## src/rtl/pattern_seq_if.sv

```systemverilog
// Bundles the control inputs and serial outputs of the pattern sequence generator.
// The master drives start/pattern/len/abort/repeat_mode; the slave returns the serial stream and status.
interface pattern_seq_if #(
    parameter int WIDTH = 8
);
    logic             start;
    logic [WIDTH-1:0] pattern;
    logic [3:0]       len;
    logic             abort;
    logic             repeat_mode;
    logic             out_bit;
    logic             out_valid;
    logic             busy;
    logic             done;

    // Handshake: start is sampled only while idle, and pattern/len are captured on that same edge.
    // Each cycle with out_valid=1 carries exactly one pattern bit, and no backpressure exists.
    // done pulses for one cycle after the final bit of a transmission that was not aborted.
    modport master (
        output start, pattern, len, abort, repeat_mode,
        input  out_bit, out_valid, busy, done
    );

    modport slave (
        input  start, pattern, len, abort, repeat_mode,
        output out_bit, out_valid, busy, done
    );
endinterface

```

## src/rtl/pattern_sequence_generator.sv

```systemverilog
// Serialises the low L bits of a captured pattern MSB-first, followed by a one-cycle done pulse.
// Optional macro SEQ_GEN_REPEAT_EN enables continuous cycling while repeat_mode is high at the last bit.
module pattern_sequence_generator #(
    parameter int WIDTH = 8
) (
    input  logic             clk,
    input  logic             rst_n,
    pattern_seq_if.slave     bus,
    output logic [1:0]       state_o
);
    typedef enum logic [1:0] {
        IDLE  = 2'd0,
        SHIFT = 2'd1,
        DONE  = 2'd2
    } state_t;

    localparam logic [3:0] WIDTH_L = 4'(WIDTH);

`ifdef SEQ_GEN_REPEAT_EN
    localparam bit REPEAT_EN = 1'b1;
`else
    localparam bit REPEAT_EN = 1'b0;
`endif

    state_t           state_q, state_d;
    logic [WIDTH-1:0] pat_q, pat_d;
    logic [3:0]       len_q, len_d;
    logic [3:0]       idx_q, idx_d;
    logic             out_bit_q, out_bit_d;
    logic             out_valid_q, out_valid_d;
    logic             done_q, done_d;

    logic [3:0]       eff_len;
    logic             repeat_req;
    logic             emit;
    logic [WIDTH-1:0] src;
    logic [WIDTH-1:0] mask;

    assign eff_len    = ((bus.len == 4'd0) || (bus.len > WIDTH_L)) ? WIDTH_L : bus.len;
    assign repeat_req = REPEAT_EN & bus.repeat_mode;

    always_ff @(posedge clk or negedge rst_n) begin
        if (!rst_n) begin
            state_q     <= IDLE;
            pat_q       <= '0;
            len_q       <= '0;
            idx_q       <= '0;
            out_bit_q   <= 1'b0;
            out_valid_q <= 1'b0;
            done_q      <= 1'b0;
        end else begin
            state_q     <= state_d;
            pat_q       <= pat_d;
            len_q       <= len_d;
            idx_q       <= idx_d;
            out_bit_q   <= out_bit_d;
            out_valid_q <= out_valid_d;
            done_q      <= done_d;
        end
    end

    // idx_q is the position of the bit currently on out_bit; reaching 0 means the last bit is showing.
    always_comb begin
        state_d     = state_q;
        pat_d       = pat_q;
        len_d       = len_q;
        idx_d       = idx_q;
        done_d      = 1'b0;
        emit        = 1'b0;
        src         = pat_q;
        mask        = '0;
        out_bit_d   = 1'b0;
        out_valid_d = 1'b0;

        case (state_q)
            IDLE: begin
                if (bus.start) begin
                    pat_d   = bus.pattern;
                    len_d   = eff_len;
                    idx_d   = eff_len - 4'd1;
                    src     = bus.pattern;
                    emit    = 1'b1;
                    state_d = SHIFT;
                end
            end
            SHIFT: begin
                if (bus.abort) begin
                    idx_d   = '0;
                    state_d = IDLE;
                end else if (idx_q == 4'd0) begin
                    if (repeat_req) begin
                        idx_d = len_q - 4'd1;
                        emit  = 1'b1;
                    end else begin
                        done_d  = 1'b1;
                        state_d = DONE;
                    end
                end else begin
                    idx_d = idx_q - 4'd1;
                    emit  = 1'b1;
                end
            end
            DONE: begin
                state_d = IDLE;
            end
            default: begin
                state_d = IDLE;
            end
        endcase

        mask        = WIDTH'(1) << idx_d;
        out_valid_d = emit;
        out_bit_d   = emit & (|(src & mask));
    end

    assign bus.out_bit   = out_bit_q;
    assign bus.out_valid = out_valid_q;
    assign bus.done      = done_q;
    assign bus.busy      = (state_q != IDLE);
    assign state_o       = state_q;
endmodule

```

## src/flat_wrapper.sv

```systemverilog
// flat-port wrapper written by rule: the top's interface ports become plain ports
module pattern_sequence_generator_flat 
#(
    parameter int WIDTH = 8
)
  (clk, rst_n, state_o, bus_start, bus_pattern, bus_len, bus_abort, bus_repeat_mode, bus_out_bit, bus_out_valid, bus_busy, bus_done);
  pattern_seq_if #(.WIDTH(WIDTH)) bus_i ();
  input  logic clk;
  input  logic rst_n;
  output logic [1:0] state_o;
  input wire logic [$bits(bus_i.start)-1:0] bus_start;
  input wire logic [$bits(bus_i.pattern)-1:0] bus_pattern;
  input wire logic [$bits(bus_i.len)-1:0] bus_len;
  input wire logic [$bits(bus_i.abort)-1:0] bus_abort;
  input wire logic [$bits(bus_i.repeat_mode)-1:0] bus_repeat_mode;
  output wire logic [$bits(bus_i.out_bit)-1:0] bus_out_bit;
  output wire logic [$bits(bus_i.out_valid)-1:0] bus_out_valid;
  output wire logic [$bits(bus_i.busy)-1:0] bus_busy;
  output wire logic [$bits(bus_i.done)-1:0] bus_done;
  assign bus_i.start = bus_start;
  assign bus_i.pattern = bus_pattern;
  assign bus_i.len = bus_len;
  assign bus_i.abort = bus_abort;
  assign bus_i.repeat_mode = bus_repeat_mode;
  assign bus_out_bit = bus_i.out_bit;
  assign bus_out_valid = bus_i.out_valid;
  assign bus_busy = bus_i.busy;
  assign bus_done = bus_i.done;
  pattern_sequence_generator #(.WIDTH(WIDTH)) u_core (.clk(clk), .rst_n(rst_n), .bus(bus_i), .state_o(state_o));
endmodule
```

## config.mk

```make
export PLATFORM = sky130hd
export DESIGN_NAME = pattern_sequence_generator_flat
export DESIGN_NICKNAME = d
export VERILOG_FILES = /design/src/rtl/pattern_seq_if.sv /design/src/rtl/pattern_sequence_generator.sv /design/src/flat_wrapper.sv
export SDC_FILE = /design/constraint.sdc
export NUM_CORES = 1
export LEC_CHECK = 0
export ABC_AREA = 0
export CORE_MARGIN = 4
export CORE_UTILIZATION = 47
export CTS_CLUSTER_SIZE = 20
export DETAILED_ROUTE_END_ITERATION = 6
export PLACE_DENSITY = 0.88
export REMOVE_ABC_BUFFERS = 1
export SYNTH_ARGS = -nofsm -noshare
export SYNTH_HDL_FRONTEND = slang
export SYNTH_SLANG_ARGS = --single-unit
```

## constraint.sdc

```tcl
create_clock -name clk -period 3.41 [get_ports clk]
set_clock_uncertainty 0.1 [all_clocks]
set_input_delay 1.023 -clock clk [delete_from_list [all_inputs] [get_ports clk]]
set_output_delay 1.023 -clock clk [all_outputs]
set_load 0.01 [all_outputs]
```

# [After elaboration in Yosys (flattened, before gate mapping)]
# Cells that the tools add are included.
[classes] n_bitwise=2 addsub=2 n_eq_ne=3 shift=1 n_reduce_logical=7 muxes=18 n_lt_le_gt_ge=1
[op_table] op="$mux 4" n=4
[op_table] op="$mux 8" n=2
[op_table] op="$and 8x8->8" n=1
[op_table] op="$logic_not 4->1" n=2
[op_table] op="$pmux 4 s2" n=1
[op_table] op="$reduce_or 8->1" n=1
[op_table] op="$shl 1x4->8 const A" n=1
[op_table] op="$sub 4x1->4 const B" n=2
[op_table] op="$mux 1" n=6
[op_table] op="$mux 2" n=3
[op_table] op="$gt 4x4->1 const B" n=1
[op_table] op="$pmux 2 s2" n=1
[op_table] op="$ne 3x2->1 const B" n=1
[op_table] op="$eq 2x1->1 const B" n=1
[op_table] op="$logic_not 2->1" n=1
[op_table] op="$ne 2x2->1 const B" n=1
[op_table] op="$pmux 1 s2" n=1
[op_table] op="$reduce_and 2->1" n=1
[op_table] op="$reduce_bool 2->1" n=1
[op_table] op="$and 1x1->1" n=1
[op_table] op="$logic_or 1x1->1" n=1
[word_totals] wordCells=40 reg_bits=17

# [Longest topological paths before layout]
# Gate-level depths: netlist of run 1.
[depth] word_depth=10 ltp_mapped=9 ltp_nobuf=8

# [Worst setup path before layout of run 1]
# No wires, ideal clock.
[synth_path] kind="input to register" from="in bus_start" to="reg u_core.out_bit_q, in the netlist u_core.bus.out_bit" path_buffers=1 setup_slack_ns=0.799 setup_ns=0.124 arrival_time_ns=2.387 stages=6 cell_sequence="nor3b_1 -> buf_2 -> mux2_2 -> mux2i_1 -> nor3b_2 -> o31a_1"
[synth_between] elab_chain_cells=6
[synth_rtl] item="from (decl)" line="flat_wrapper.sv:11" rtl="input wire logic [$bits(bus_i.start)-1:0] bus_start;"
[synth_rtl] item="$mux 4" line="pattern_sequence_generator.sv:77" rtl="if (bus.start) begin"
[synth_rtl] item="$pmux 4 s2" line="pattern_sequence_generator.sv:75" rtl="case (state_q)"
[synth_rtl] item="$shl 1x4->8" line="pattern_sequence_generator.sv:111" rtl="mask = WIDTH'(1) << idx_d;"
[synth_rtl] item="$and 8x8->8" line="pattern_sequence_generator.sv:113" rtl="out_bit_d = emit & (|(src & mask));"
[synth_rtl] item="$reduce_or 8->1" line="pattern_sequence_generator.sv:113"
[synth_rtl] item="$and 1x1->1 (*)" line="pattern_sequence_generator.sv:113"
[synth_rtl] item="named net u_core.out_bit_d" line="pattern_sequence_generator.sv:29" rtl="logic out_bit_q, out_bit_d;"
[synth_rtl] item="to (signal assigned)" line="pattern_sequence_generator.sv:56" rtl="out_bit_q <= out_bit_d;"
[synth_rtl] item="to (decl)" line="pattern_sequence_generator.sv:29"
# Mark *: on every way through the listed nets, which the timed path passes. The rest lies on a longest branch.
# A chain may end at the register's enable or synchronous reset.

# [Worst setup path in the final report of run 1]
[layout_path] from="in bus_len[3]" to="reg u_core.out_bit_q, in the netlist u_core.bus.out_bit"
[layout_between] elab_chain_cells=10
[layout_rtl] item="from (decl)" line="flat_wrapper.sv:13" rtl="input wire logic [$bits(bus_i.len)-1:0] bus_len;"
[layout_rtl] item="$gt 4x4->1 or $logic_not 4->1 (tied branches)" line="pattern_sequence_generator.sv:39" rtl="assign eff_len = ((bus.len == 4'd0) || (bus.len > WIDTH_L)) ? WIDTH_L : bus.len;"
[layout_rtl] item="$logic_or 1x1->1" line="pattern_sequence_generator.sv:39"
[layout_rtl] item="$mux 4 (*)" line="pattern_sequence_generator.sv:39"
[layout_rtl] item="$sub 4x1->4 (*)" line="pattern_sequence_generator.sv:80" rtl="idx_d = eff_len - 4'd1;"
[layout_rtl] item="$mux 4 (*)" line="pattern_sequence_generator.sv:77"
[layout_rtl] item="$pmux 4 s2 (*)" line="pattern_sequence_generator.sv:75"
[layout_rtl] item="$shl 1x4->8 (*)" line="pattern_sequence_generator.sv:111"
[layout_rtl] item="$and 8x8->8 (*)" line="pattern_sequence_generator.sv:113"
[layout_rtl] item="$reduce_or 8->1 (*)" line="pattern_sequence_generator.sv:113"
[layout_rtl] item="$and 1x1->1 (*)" line="pattern_sequence_generator.sv:113"
[layout_rtl] item="named net u_core.out_bit_d" line="pattern_sequence_generator.sv:29"
# Marked as above.

==> results of run 1 <==
==> state kept, by name, indices dropped and copies added (netlist names) <==
register	flops
u_core.state_o	2
u_core.bus.done	1
u_core.idx_q	4
u_core.pat_q	8
u_core.bus.out_valid	1
u_core.bus.out_bit	1
==> critical path, stage by stage <==
cell and delay [ns]:
clkdlybuf4s50_1 0.43, nand2b_1 0.18, ha_1 0.28, nor2b_1 0.06
nor3b_4 0.36, mux2i_1 0.29, nor3b_2 0.07, o31a_1 0.28
==> logic make-up after synthesis <==
group / Yosys count / synth area share (%)
adders and majority gates: 2 / 2.789
xor gates and xnor gates: 1 / 0.9765
AOI/OAI and AO/OA: 11 / 9.765
DFF: 17 / 47.42
and+or+nand+nor: 27 / 21.06
buffers and inverters: 6 / 3.486
muxes: 12 / 14.51
==> stage by stage <==
step	instance area [µm²]	utilization, %	instances	hold WS [ns]	setup slack, ns
2_1_floorplan	880.8	-	74	0.3717	0.3999
3_3_place_gp	1130	64.04	121	0.3805	0.2362
3_5_place_dp	1130	64.04	121	0.3852	0.1610
4_1_cts	1157	65.60	125	0.4099	0.4822
5_1_grt	1157	65.60	125	0.4213	0.4160
6_report	1157	65.60	125	0.4051	0.5146
==> power breakdown <==
group	internal (mW)	switching (mW)	total (mW)
logic	0.256	0.220	0.475
clock network	0.0436	0.0635	0.107
registers	0.290	0.0488	0.339
total	0.589	0.332	0.921
==> per-layer routing <==
metal  GRT usage (%)  vias to the layer above
met4           3.930                        0
met5               0                        -
met1           15.15                      303
met2           25.42                       18
li1                -                      320
met3           2.292                        2
==> worst min path at each step <==
stage                    startpoint              end  slack (ns)  cells past startpoint
global route        u_core.pat_q[2]  u_core.pat_q[2]        0.42                      1
CTS                 u_core.pat_q[2]  u_core.pat_q[2]        0.41                      1
detailed placement  u_core.pat_q[2]  u_core.pat_q[2]        0.39                      1
global placement    u_core.pat_q[3]  u_core.pat_q[3]        0.38                      1
floorplan           u_core.pat_q[2]  u_core.pat_q[2]        0.37                      1
finish              u_core.pat_q[7]  u_core.pat_q[7]        0.41                      1
==> layout by cell type (no fill, tap or decap), types with 3 or more instances in the layout <==
master           count
clkdlybuf4s50_1     21
dfrtp_1             17
mux2_2               8
nand2b_1             8
nand2_1              4
inv_1                4
nor3_1               4
mux2i_1              4
clkbuf_4             3
==> final cells by class <==
class                           instances  area [µm²]
Multi-Input combinational cell         53       440.4
Tap cell                               25       31.28
Clock inverter                          1       5.005
Sequential cell                        17       425.4
Clock buffer                            3       22.52
Fill cell                             140       606.8
Inverter                                4       15.01
Timing Repair Buffer                   22       217.7
==> results.cfg, run 1 <==
[job]
drv_cap = 0

[layout]
drive_gt1_share_pct = 19.00
area_growth_pct = 29.01
diodes = 0
num-nets-final = 120

[setup_path]
rr_endpoint = u_core.bus.out_bit
cp-startpoint = bus_len[3]
reg2reg_slack_ns = 0.75
startpoint_type = input port
crit_type = input port to register
arrival_ns = 2.98
endpoint = u_core.bus.out_bit
reg2reg_depth = 8
r2r-start = u_core.idx_q[1]
required_ns = 3.49
crit_fanout = 5
cp-end-kind = register

[cts]
worstSkewPairLatency_ns = 0.29
tritoncts = yes
cts_hold_buf = 0
cts_buffer_depth = 2
cts_made_buffers = 3
clk_pin_slew_ns = 0.10
ctsHtreeMaxLevel = 1
clock-sinks = 17
postCtsSetupRepairBufs = 0
cts-resized-gates = 0
cts_root_buf = clkbuf_4

[detailed_routing]
routed.top_layer = met4
wl_met2_um = 846
wl_met1_um = 680
drt_iter0_drc = 11
drtAntennaViolNets = 0
wl_per_cell_um = 13.21
drc = 0
met3_length_um = 105
via_per_inst = 5.144
finalWirelength_um = 1651
vias = 643
first_pass_iters = 4

[floorplanning]
rows = 15
dieArea_um2 = 2672
fp.dieH_um = 51.69
io_pins = 23
start_util_pct = 50.85
core_area_um2 = 1764
die_w_um = 51.69

[timing]
setup-tns-final_ns = 0
clock.fmax_mhz = 345.4
slew_violations = 0
period_share_pct = 84.91
slew_headroom_pct = 50.73
worst_slew_pin_slew_ns = 0.7368
setup-violations-final = 0
period_needed_ns = 2.895
hold_viol = 0
rsz0062_at_grt = false

[yosys]
ys_top_cells_by_area = dfrtp_1, mux2_2, nand2b_1
netlist_area_um2 = 897.1
ys_top_cells_by_count = dfrtp_1, mux2_2, nand2b_1
synth_edf_count = 0
ys_warn_count = 0
ys_ff_latch = 17
synth_cells = 76
ys_seq_area_share_pct = 47.42
synth_cell_types = 29
yosysMostFrequentCell = dfrtp_1
synth_top_area_share_pct = 47.42
avgSynthCellArea_um2 = 11.80
synth-main-ff-cell = dfrtp_1
async_flop_share_pct = 100.0
yosys.area.top_type = dfrtp_1

[grt]
gr-usage-all-layers_pct = 13.41
grt_max_degree = 18
antenna_found_initial = 0
grt_pass1_wl_um = 2663
grt_pass1_vias = 646
gr-total-overflow = 0

[hold_path]
worstHoldPathType = register to register

[run_status]
status = complete, no violations

[power_and_ir_drop]
p_per_area_nw_per_um2 = 795.6
leakage_nw = 0.4953
ir_drop_uv = 410.8
power_uw = 920.8

[place]
hpwl_um = 1304
io_buffers = 21
place_congestion = 0.8188
No activity file was read; power rests on OpenSTA's default activity.
==> run 2: changes to the inputs <==
Settings changed: CORE_UTILIZATION 47 to 42, PLACE_DENSITY 0.88 to 0.84.
Clock period 3.41 ns to 2.3 ns, I/O delays scaled along.
==> results.cfg, run 2 (synthesized netlist as in run 1, its figures left out) <==
[cts]
tritoncts = yes
cts_root_buf = clkbuf_4
worstSkewPairLatency_ns = 0.29
clk_pin_slew_ns = 0.09
cts_made_buffers = 3
clock-sinks = 17
cts_buffer_depth = 2
ctsHtreeMaxLevel = 1
cts_hold_buf = 0

[setup_path]
cp-end-kind = register
crit_buf_inv = 2
critPathTopFamily = simple AND/OR/NAND/NOR gates
crit_chain = inv_2 > ha_4 > or3b_4 > a32oi_2 > nor3b_4 > buf_6 > mux2i_2 > nor3_2 > o31a_1
required_ns = 2.38
slowest_stage = dfrtp_1
max_stage_delay_ns = 0.41
crit_fanout = 5
startpoint_type = register
arrival_ns = 2.47
crit_type = register to register

[layout]
layout_common_cells = buf_4, clkdlybuf4s50_1, dfrtp_1
nFillCells = 143
area_growth_pct = 55.79
drive_gt1_share_pct = 44.00
largest_register = u_core.pat_q
diodes = 0
largest_reg_flops = 8
final_cell_area_um2 = 1398
num-nets-final = 145
final_common_cell = buf_4

[timing]
period_needed_ns = 2.385
whs_ns = 0.4056
period_share_pct = 103.7
hold_viol = 0
slew_headroom_pct = 81.34
rsz0062_at_grt = true
setup_slack_ns = -0.08464
setup-tns-final_ns = -0.08464
slew_violations = 0
setup-violations-final = 1
worst_slew_pin_slew_ns = 0.2776
clock.fmax_mhz = 419.4

[detailed_routing]
drtAntennaViolNets = 0
vias = 756
drt_iter0_drc = 7
drc = 0
first_pass_iters = 4
via_per_inst = 4.974
finalWirelength_um = 2146
wl_per_cell_um = 14.12

[grt]
grt_max_degree = 18
gr-usage-all-layers_pct = 16.35
grt_pass1_vias = 748
gr-total-overflow = 0
antenna_found_initial = 0
grt_pass1_wl_um = 3284

[run_status]
status = finished with violations
violations = negative setup slack

[floorplanning]
fp.dieH_um = 54.22
start_util_pct = 44.81
die_w_um = 54.22
dieArea_um2 = 2939
rows = 16
io_pins = 23
core_area_um2 = 2002

[hold_path]
worstHoldPathType = register to register

[place]
io_buffers = 21
placed_area_um2 = 1260
hpwl_um = 1473
place_congestion = 0.9363
dp_slack_ns = -0.5097

[power_and_ir_drop]
p_per_area_nw_per_um2 = 1253
power_mw = 1.751
leakage_nw = 0.6326
ir_drop_uv = 636.2

[job]
drv_cap = 0
-- run 2: final cells by class --
cell class / instances / area [µm²] / share of cell area (%)
Clock buffer: 4 / 26.28 / 1.880
Inverter: 4 / 15.01 / 1.074
Multi-Input combinational cell: 53 / 491.7 / 35.18
Sequential cell: 17 / 426.7 / 30.53
Tap cell: 27 / 33.78 / 2.417
Timing Repair Buffer: 47 / 404.1 / 28.92
-- run 2: per-layer routing --
metal / vias to the layer above / track usage [%] / wire (µm)
met5: - / 0 / 0
met4: 0 / 8.299 / 47
met3: 6 / 4.360 / 128
met2: 25 / 30.08 / 1103
met1: 356 / 16.75 / 867
li1: 369 / - / -
-- run 2: worst paths after layout --
path | from | endpoint | slack (ns) | cells after the start
hold / removal | u_core.pat_q[6] | u_core.pat_q[6] | 0.41 | 1
min in group asynchronous | rst_n | u_core.pat_q[0] | 0.61 | 2
setup reg to reg | u_core.idx_q[1] | u_core.bus.out_bit | -0.08 | 9
hold reg to reg | u_core.pat_q[6] | u_core.pat_q[6] | 0.41 | 1
setup / recovery | u_core.idx_q[1] | u_core.bus.out_bit | -0.08 | 9
max in group asynchronous | rst_n | u_core.state_o[1] | 1.29 | 2
-- run 2: where the power goes --
part | switching [mW] | leakage (nW) | total [mW] | internal (mW)
registers | 0.0547 | 0.208 | 0.486 | 0.431
logic | 0.467 | 0.410 | 1.11 | 0.641
clock network | 0.0900 | 0.0150 | 0.158 | 0.0676
total | 0.611 | 0.633 | 1.75 | 1.14
-- run 2: per-stage QoR --
| stage | instances | utilization (%) |
|---|---|---|
| after detailed placement | 140 | 62.94 |
| after global placement | 140 | 62.94 |
| final | 152 | 69.81 |
| after CTS | 150 | 68.38 |
| after global routing | 152 | 69.81 |
| after floorplan | 74 | - |
-- run 2: repair_timing --
item / 4_1_cts / 5_1_grt
endpoints found under the setup margin: 2 / 1
cloned: 0 / 0
setup buffers: 6 / 2
pin swaps: 6 / 4
resized for setup: 15 / 3
